<file path="config.mk">
export PLATFORM = sky130hd
export DESIGN_NAME = kd_sort_sequencer
export DESIGN_NICKNAME = d
export VERILOG_FILES = /design/src/rtl/kd_pkg.sv /design/src/rtl/kd_level_mask.sv /design/src/rtl/kd_sort_sequencer.sv
export SDC_FILE = /design/constraint.sdc
export NUM_CORES = 1
export LEC_CHECK = 0
export ABC_AREA = 1
export CAP_MARGIN = 5
export CORE_UTILIZATION = 39
export CTS_BUF_LIST = sky130_fd_sc_hd__clkbuf_8
export CTS_CLUSTER_SIZE = 30
export DETAILED_ROUTE_END_ITERATION = 10
export GPL_TIMING_DRIVEN = 0
export PLACE_DENSITY = 0.63
export SYNTH_ARGS = -nofsm -noshare
export SYNTH_HDL_FRONTEND = slang
export SYNTH_SLANG_ARGS = --single-unit
</file>
<file path="constraint.sdc">
create_clock -name clk -period 1.4 [get_ports clk]
set_input_delay 0.35 -clock clk [delete_from_list [all_inputs] [get_ports clk]]
set_output_delay 0.35 -clock clk [all_outputs]
set_load 0.005 [all_outputs]
</file>
<file path="src/rtl/kd_pkg.sv">
// Shared kd-tree sort definitions: sequencer states, node depth and CE parity masks.
// Combinational helpers only; no latency and no flow control.
package kd_pkg;

  typedef enum logic [2:0] {
    IDLE,
    FIRE_EVEN,
    SETTLE_EVEN,
    FIRE_ODD,
    SETTLE_ODD,
    EVAL,
    DONE
  } kd_state_t;

  localparam int KD_MAX_CE = 64;

  // floor(log2(idx+1)) with fixed loop bounds so it also elaborates as a constant
  function automatic int kd_depth(input int idx);
    int d;
    d = 0;
    for (int k = 1; k < 31; k++) begin
      if (((idx + 1) >> k) != 0) d = k;
    end
    return d;
  endfunction

  function automatic logic [KD_MAX_CE-1:0] kd_parity_mask(input int levels, input logic odd);
    logic [KD_MAX_CE-1:0] mask;
    int num_ce;
    int d;
    mask   = '0;
    num_ce = (1 << (levels - 1)) - 1;
    for (int i = 0; i < KD_MAX_CE; i++) begin
      d = kd_depth(i);
      if (i < num_ce && (((d & 1) != 0) == odd)) mask[i] = 1'b1;
    end
    return mask;
  endfunction

endpackage

</file>
<file path="src/rtl/kd_level_mask.sv">
// Constant even/odd depth masks for the compare-exchange elements of a LEVELS-deep tree.
// Pure constants; zero latency, no backpressure.
module kd_level_mask
  import kd_pkg::*;
#(
  parameter int LEVELS = 3
) (
  output logic [(2**(LEVELS-1))-2:0] even_mask,
  output logic [(2**(LEVELS-1))-2:0] odd_mask
);

  localparam int NUM_CE = (2**(LEVELS-1)) - 1;
  localparam logic [KD_MAX_CE-1:0] EVEN_ALL = kd_parity_mask(LEVELS, 1'b0);
  localparam logic [KD_MAX_CE-1:0] ODD_ALL  = kd_parity_mask(LEVELS, 1'b1);

  assign even_mask = EVEN_ALL[NUM_CE-1:0];
  assign odd_mask  = ODD_ALL[NUM_CE-1:0];

endmodule

</file>
<file path="src/rtl/kd_sort_sequencer.sv">
// Odd/even compare-exchange pass sequencer for a kd-tree sort; 5 cycles per pass, done P*5+1 after start.
// No backpressure: start is ignored while busy, abort wins everywhere; KD_SORT_STATS_EN adds swap_cnt.
module kd_sort_sequencer
  import kd_pkg::*;
#(
  parameter int LEVELS     = 3,
  parameter int MAX_PASSES = 16
) (
  input  logic                                clk,
  input  logic                                rst,
  input  logic                                start,
  input  logic                                abort,
  input  logic [(2**(LEVELS-1))-2:0]          stable_in,
  output logic [(2**(LEVELS-1))-2:0]          ce_en,
  output logic                                sorting,
  output logic                                busy,
  output logic                                done,
  output logic                                timeout,
  output logic [$clog2(MAX_PASSES+1)-1:0]     pass_cnt
`ifdef KD_SORT_STATS_EN
  ,
  output logic [15:0]                         swap_cnt
`endif
);

  localparam int NUM_CE = (2**(LEVELS-1)) - 1;
  localparam int PW     = $clog2(MAX_PASSES+1);

  logic [NUM_CE-1:0] even_mask;
  logic [NUM_CE-1:0] odd_mask;
  kd_state_t         state;
  logic              swap_flag;
  logic [PW-1:0]     next_cnt;

  kd_level_mask #(.LEVELS(LEVELS)) u_mask (
    .even_mask (even_mask),
    .odd_mask  (odd_mask)
  );

  assign next_cnt = pass_cnt + 1'b1;

  always_ff @(posedge clk or posedge rst) begin
    if (rst) begin
      state     <= IDLE;
      ce_en     <= '0;
      sorting   <= 1'b0;
      busy      <= 1'b0;
      done      <= 1'b0;
      timeout   <= 1'b0;
      pass_cnt  <= '0;
      swap_flag <= 1'b0;
    end else if (abort && state != IDLE) begin
      state   <= IDLE;
      ce_en   <= '0;
      sorting <= 1'b0;
      busy    <= 1'b0;
      done    <= 1'b0;
    end else begin
      case (state)
        IDLE: begin
          if (start && !abort) begin
            state     <= FIRE_EVEN;
            ce_en     <= even_mask;
            sorting   <= 1'b1;
            busy      <= 1'b1;
            timeout   <= 1'b0;
            pass_cnt  <= '0;
            swap_flag <= 1'b0;
          end
        end
        FIRE_EVEN: begin
          swap_flag <= swap_flag | (|(~stable_in & even_mask));
          ce_en     <= '0;
          sorting   <= 1'b0;
          state     <= SETTLE_EVEN;
        end
        SETTLE_EVEN: begin
          // odd mask may be empty for shallow trees; the slot still runs
          ce_en   <= odd_mask;
          sorting <= 1'b1;
          state   <= FIRE_ODD;
        end
        FIRE_ODD: begin
          swap_flag <= swap_flag | (|(~stable_in & odd_mask));
          ce_en     <= '0;
          sorting   <= 1'b0;
          state     <= SETTLE_ODD;
        end
        SETTLE_ODD: state <= EVAL;
        EVAL: begin
          pass_cnt <= next_cnt;
          if (!swap_flag) begin
            state   <= DONE;
            done    <= 1'b1;
            timeout <= 1'b0;
          end else if (next_cnt == PW'(MAX_PASSES)) begin
            state   <= DONE;
            done    <= 1'b1;
            timeout <= 1'b1;
          end else begin
            swap_flag <= 1'b0;
            ce_en     <= even_mask;
            sorting   <= 1'b1;
            state     <= FIRE_EVEN;
          end
        end
        DONE: begin
          done  <= 1'b0;
          busy  <= 1'b0;
          state <= IDLE;
        end
        default: begin
          state   <= IDLE;
          ce_en   <= '0;
          sorting <= 1'b0;
          busy    <= 1'b0;
          done    <= 1'b0;
        end
      endcase
    end
  end

`ifdef KD_SORT_STATS_EN
  function automatic logic [15:0] popcount(input logic [NUM_CE-1:0] v);
    logic [15:0] c;
    c = '0;
    for (int i = 0; i < NUM_CE; i++) c = c + 16'(v[i]);
    return c;
  endfunction

  logic [NUM_CE-1:0] fire_mask;
  logic [16:0]       swap_sum;

  always_comb begin
    fire_mask = '0;
    if (state == FIRE_EVEN)     fire_mask = even_mask;
    else if (state == FIRE_ODD) fire_mask = odd_mask;
  end

  assign swap_sum = {1'b0, swap_cnt} + {1'b0, popcount(~stable_in & fire_mask)};

  always_ff @(posedge clk or posedge rst) begin
    if (rst) begin
      swap_cnt <= '0;
    end else if (state == IDLE && start && !abort) begin
      swap_cnt <= '0;
    end else if (!abort && (state == FIRE_EVEN || state == FIRE_ODD)) begin
      swap_cnt <= swap_sum[16] ? 16'hFFFF : swap_sum[15:0];
    end
  end
`endif

endmodule

</file>
==> metrics.md <==
| Metric | Value |
|---|---|
| Status | complete, no violations |
| Die width | slightly above 50 um |
| Layout Nets | 156 |
| HP Class | reg -> reg |
| Fin crit period | 1.38 ns |
| Worst-path fanout max | 4 |
| Gate power share | 0.547 |
| Crit. End Element | register |
| Hold path depth | 2 |
| Max IR drop VDD | 0.892 mV |
| R2R Setup Slk | 0.02 ns |
| Remaining DRCs | 0 |
| Hold Startpoint | ce_en[0] |
| Reg-to-reg startpoint | pass_cnt[0] |
| Worst Max-Slew Pin Slew | 0.606 ns |
| GP Congestion | 0.827 |
| Area grow syn2layout | 39.5% |
| Vias in the first global route | 856 |
| Initial Utilization | 0.416 |
| Leakage | 0.653 nW |
| Most numerous cell in the Yosys netlist | nand2_1 |
| Hold Path End | ce_en[0] |
| Internal power | 1.28 mW |
| Post-synth top area share | 0.408 |
| Gr ovfl total | 0 |
| Std cell rows | 17 |
| Mapped Area | around 900 um^2 |
| Final setup vio count | 0 |
| Die Area | approximately 2600 um^2 |
| P per Cell Area | approximately 1800 nW/um^2 |
| Ys flop type | dfrtp_1 |
| Netlist cell types | 26 |
| Ratio of final minimum period to clock period | 0.983 |
| Post-synthesis sequential area ratio | 0.408 |
| H-Tree Depth | 1 |
| Top cells by count, synth | nand2_1, dfrtp_1, inv_1, o21ai_0 |
| Final WS setup | 0.0241 ns |
| CP required | 1.58 ns |
| Die Y | 50.6 um |
| Vias | 855 |
| Top cell type by total area after synthesis | dfrtp_1 |
| Critical Path, Cell by Cell | buf_4 -> nand3_1 -> nand2_1 -> nand2_2 -> nand3_4 -> buf_6 -> nor2_4 -> nor2_2 -> a21oi_2 |
| Syn Area/Cell | 7.79 um^2 |
| CTS Buf Count | 3 |
| Synth async-reset ratio | 1.00 |
| # IOs | 19 |
| Clock sink total | 15 |
| Setup Skew | 0.000981 ns |
| Reg2reg path depth | 9 |
| CP max stage cell | dfrtp_1 |
| Design Area, Final | approximately 1300 um^2 |
| Crit path launch type | register |
| #FFs+latches synth | 15 |
| Max Clock Freq | 727 MHz |
| Post-DP HPWL | 1400 um |
| Share of post-route cells with drive strength above 1 | 0.320 |
| Area contributors post-synth | dfrtp_1, nand2_1, inv_1 |
| Sequential Area | 379 um^2 |
| CP arrival | 1.56 ns |
| Longest Clk Path Bufs | 2 |
| Routed vias/inst | around 4.9 |
| Sw Pwr | 1.02 mW |
| Clk pwr share | 0.156 |
| Overall routing resource usage | 0.185 |
| CTS root buffer | clkbuf_8 |
| Syn Nets | 126 |
| RSZ-0062 raised after global routing | yes |
| Reg-to-reg endpoint | timeout |
| Final Slew Violations | 0 |
| Max-cap viol count | 0 |
| Largest net degree at the start of global routing | 16 |
| Worst-Skew Late Latency | 0.25 ns |
| Total Power | 2.29 mW |
| Port Buf Inserts | 18 |
| Post-Route WL | 2070 um |
| Hold Fails Final Rpt | 0 |
| TritonCTS clock tree | done |
| Routed wire length per instance | 11.8 um |
| EDFF count, synth | 0 |
| Clk slew on worst S/H paths | 0.06 ns |
| Place WS | -0.369 ns |
| Fill count | 215 |
| DRT iter0 DRCs | 12 |
| First-pass GRT wire length | 3490 um |
| Antenna Nets Post-Route | 0 |
| Sequential power share | 0.297 |
| Antenna violations before repair | 0 |
| Placeable Area | 2210 um^2 |
| Antenna cells | 0 |
| Net switching fraction of the power | 0.444 |
| Synthesized instance count | around 120 |
| Slowest stage delay, CP | between 0.4 and 0.5 ns |
| Slew HR | 0.595 |
| Crit Path Category | reg -> reg |
| Synth warn | 0 |
| Drt first pass iters | 4 |
| Multi-input gate area | 504 um^2 |
| Placed Area | about 1100 um^2 |
## sequential cells by signal (all words and copies together), names as in the netlist
register   flops
busy           1
done           1
pass_cnt       5
sorting        1
state          3
swap_flag      1
ce_en          2
timeout        1
## worst max-delay path by stage
| stage | endpoint | from |
|---|---|---|
| 2_1_floorplan | sorting | pass_cnt[0] |
| 3_3_place_gp | timeout | abort |
| 3_5_place_dp | timeout | abort |
| 4_1_cts | swap_flag | state[0] |
| 5_1_grt | ce_en[0] | pass_cnt[1] |
| 6_report | timeout | pass_cnt[0] |
## cell families (layout without fill, tap and decap cells)
group | Yosys count | in the layout | share of synthesized area
AO/OA/AOI/OAI | 23 | 23 | 0.159
adder cells (fa/ha/maj) | 1 | 1 | 0.0136
buffers and inverters | 23 | 52 | 0.106
flip-flops | 15 | 15 | 0.408
AND/OR/NAND/NOR | 56 | 56 | 0.313
## area by class of cell
type | instances | share of cell area
plain buffers | 2 | 0.0146
clock inverters | 1 | 0.00390
well taps | 28 | 0.0273
clock buffers | 3 | 0.0322
flip-flops and latches | 15 | 0.296
inverters | 21 | 0.0615
multi-input cells | 80 | 0.393
repair buffers | 25 | 0.172
## power by group through the flow
stage	logic, mW	clock network (mW)	registers (mW)
3_3_place_gp	1.19	0	0.683
3_5_place_dp	1.20	0	0.687
6_report	1.26	0.358	0.682
5_1_grt	1.41	0.385	0.705
4_1_cts	1.18	0.371	0.670
2_1_floorplan	0.867	0	0.679
## layer usage
layer,track usage,vias to the layer above,routed length (um)
li1,-,436,-
met1,0.226,400,976
met2,0.302,14,992
met3,0.0303,5,60
met4,0.111,0,42
met5,0,-,0
## worst max-delay path: cells and delay by family, from the launching register on
family,cells,cell delay [ns]
AND/OR/NAND/NOR,6,0.48
AO/OA/AOI/OAI,1,0.10
buffers and inverters,2,0.31
flip-flops,1,0.42
## cells in the final DEF, fill, tap and decap left out
| cell | count |
|---|---|
| a21oi_1 | 6 |
| a21oi_2 | 1 |
| a21oi_4 | 1 |
| a22o_2 | 1 |
| buf_4 | 7 |
| buf_6 | 2 |
| clkbuf_8 | 3 |
| clkdlybuf4s50_1 | 5 |
| clkinv_2 | 1 |
| dfrtp_1 | 12 |
| dfrtp_2 | 3 |
| dlygate4sd2_1 | 13 |
| ha_4 | 1 |
| inv_1 | 14 |
| inv_2 | 7 |
| nand2_1 | 25 |
| nand2_2 | 3 |
| nand2_4 | 6 |
| nand3_1 | 5 |
| nand3_2 | 2 |
| nand3_4 | 1 |
| nand4_1 | 2 |
| nor2_1 | 4 |
| nor2_2 | 2 |
| nor2_4 | 3 |
| nor3_1 | 2 |
| o21ai_0 | 8 |
| o21ai_1 | 2 |
| o21ai_2 | 2 |
| o22ai_1 | 1 |
| o31ai_1 | 1 |
| or2_2 | 1 |
## stage by stage
step	hold WS, ns	setup TNS (ns)	utilization	std cells
2_1_floorplan	0.251	0	-	118
3_3_place_gp	0.457	-3.59	0.513	164
3_5_place_dp	0.459	-3.81	0.513	164
6_report	0.463	0	0.580	175
4_1_cts	0.471	0	0.546	173
5_1_grt	0.485	-0.596	0.580	175
## repair_timing
action / CTS / global route
buffers inserted: 5 / 2
gates resized for setup: 16 / 16
pin swaps: 0 / 8
endpoints found under the setup margin: 24 / 13
hold buffers: 0 / 0
No activity file was read; power rests on OpenSTA's default activity.
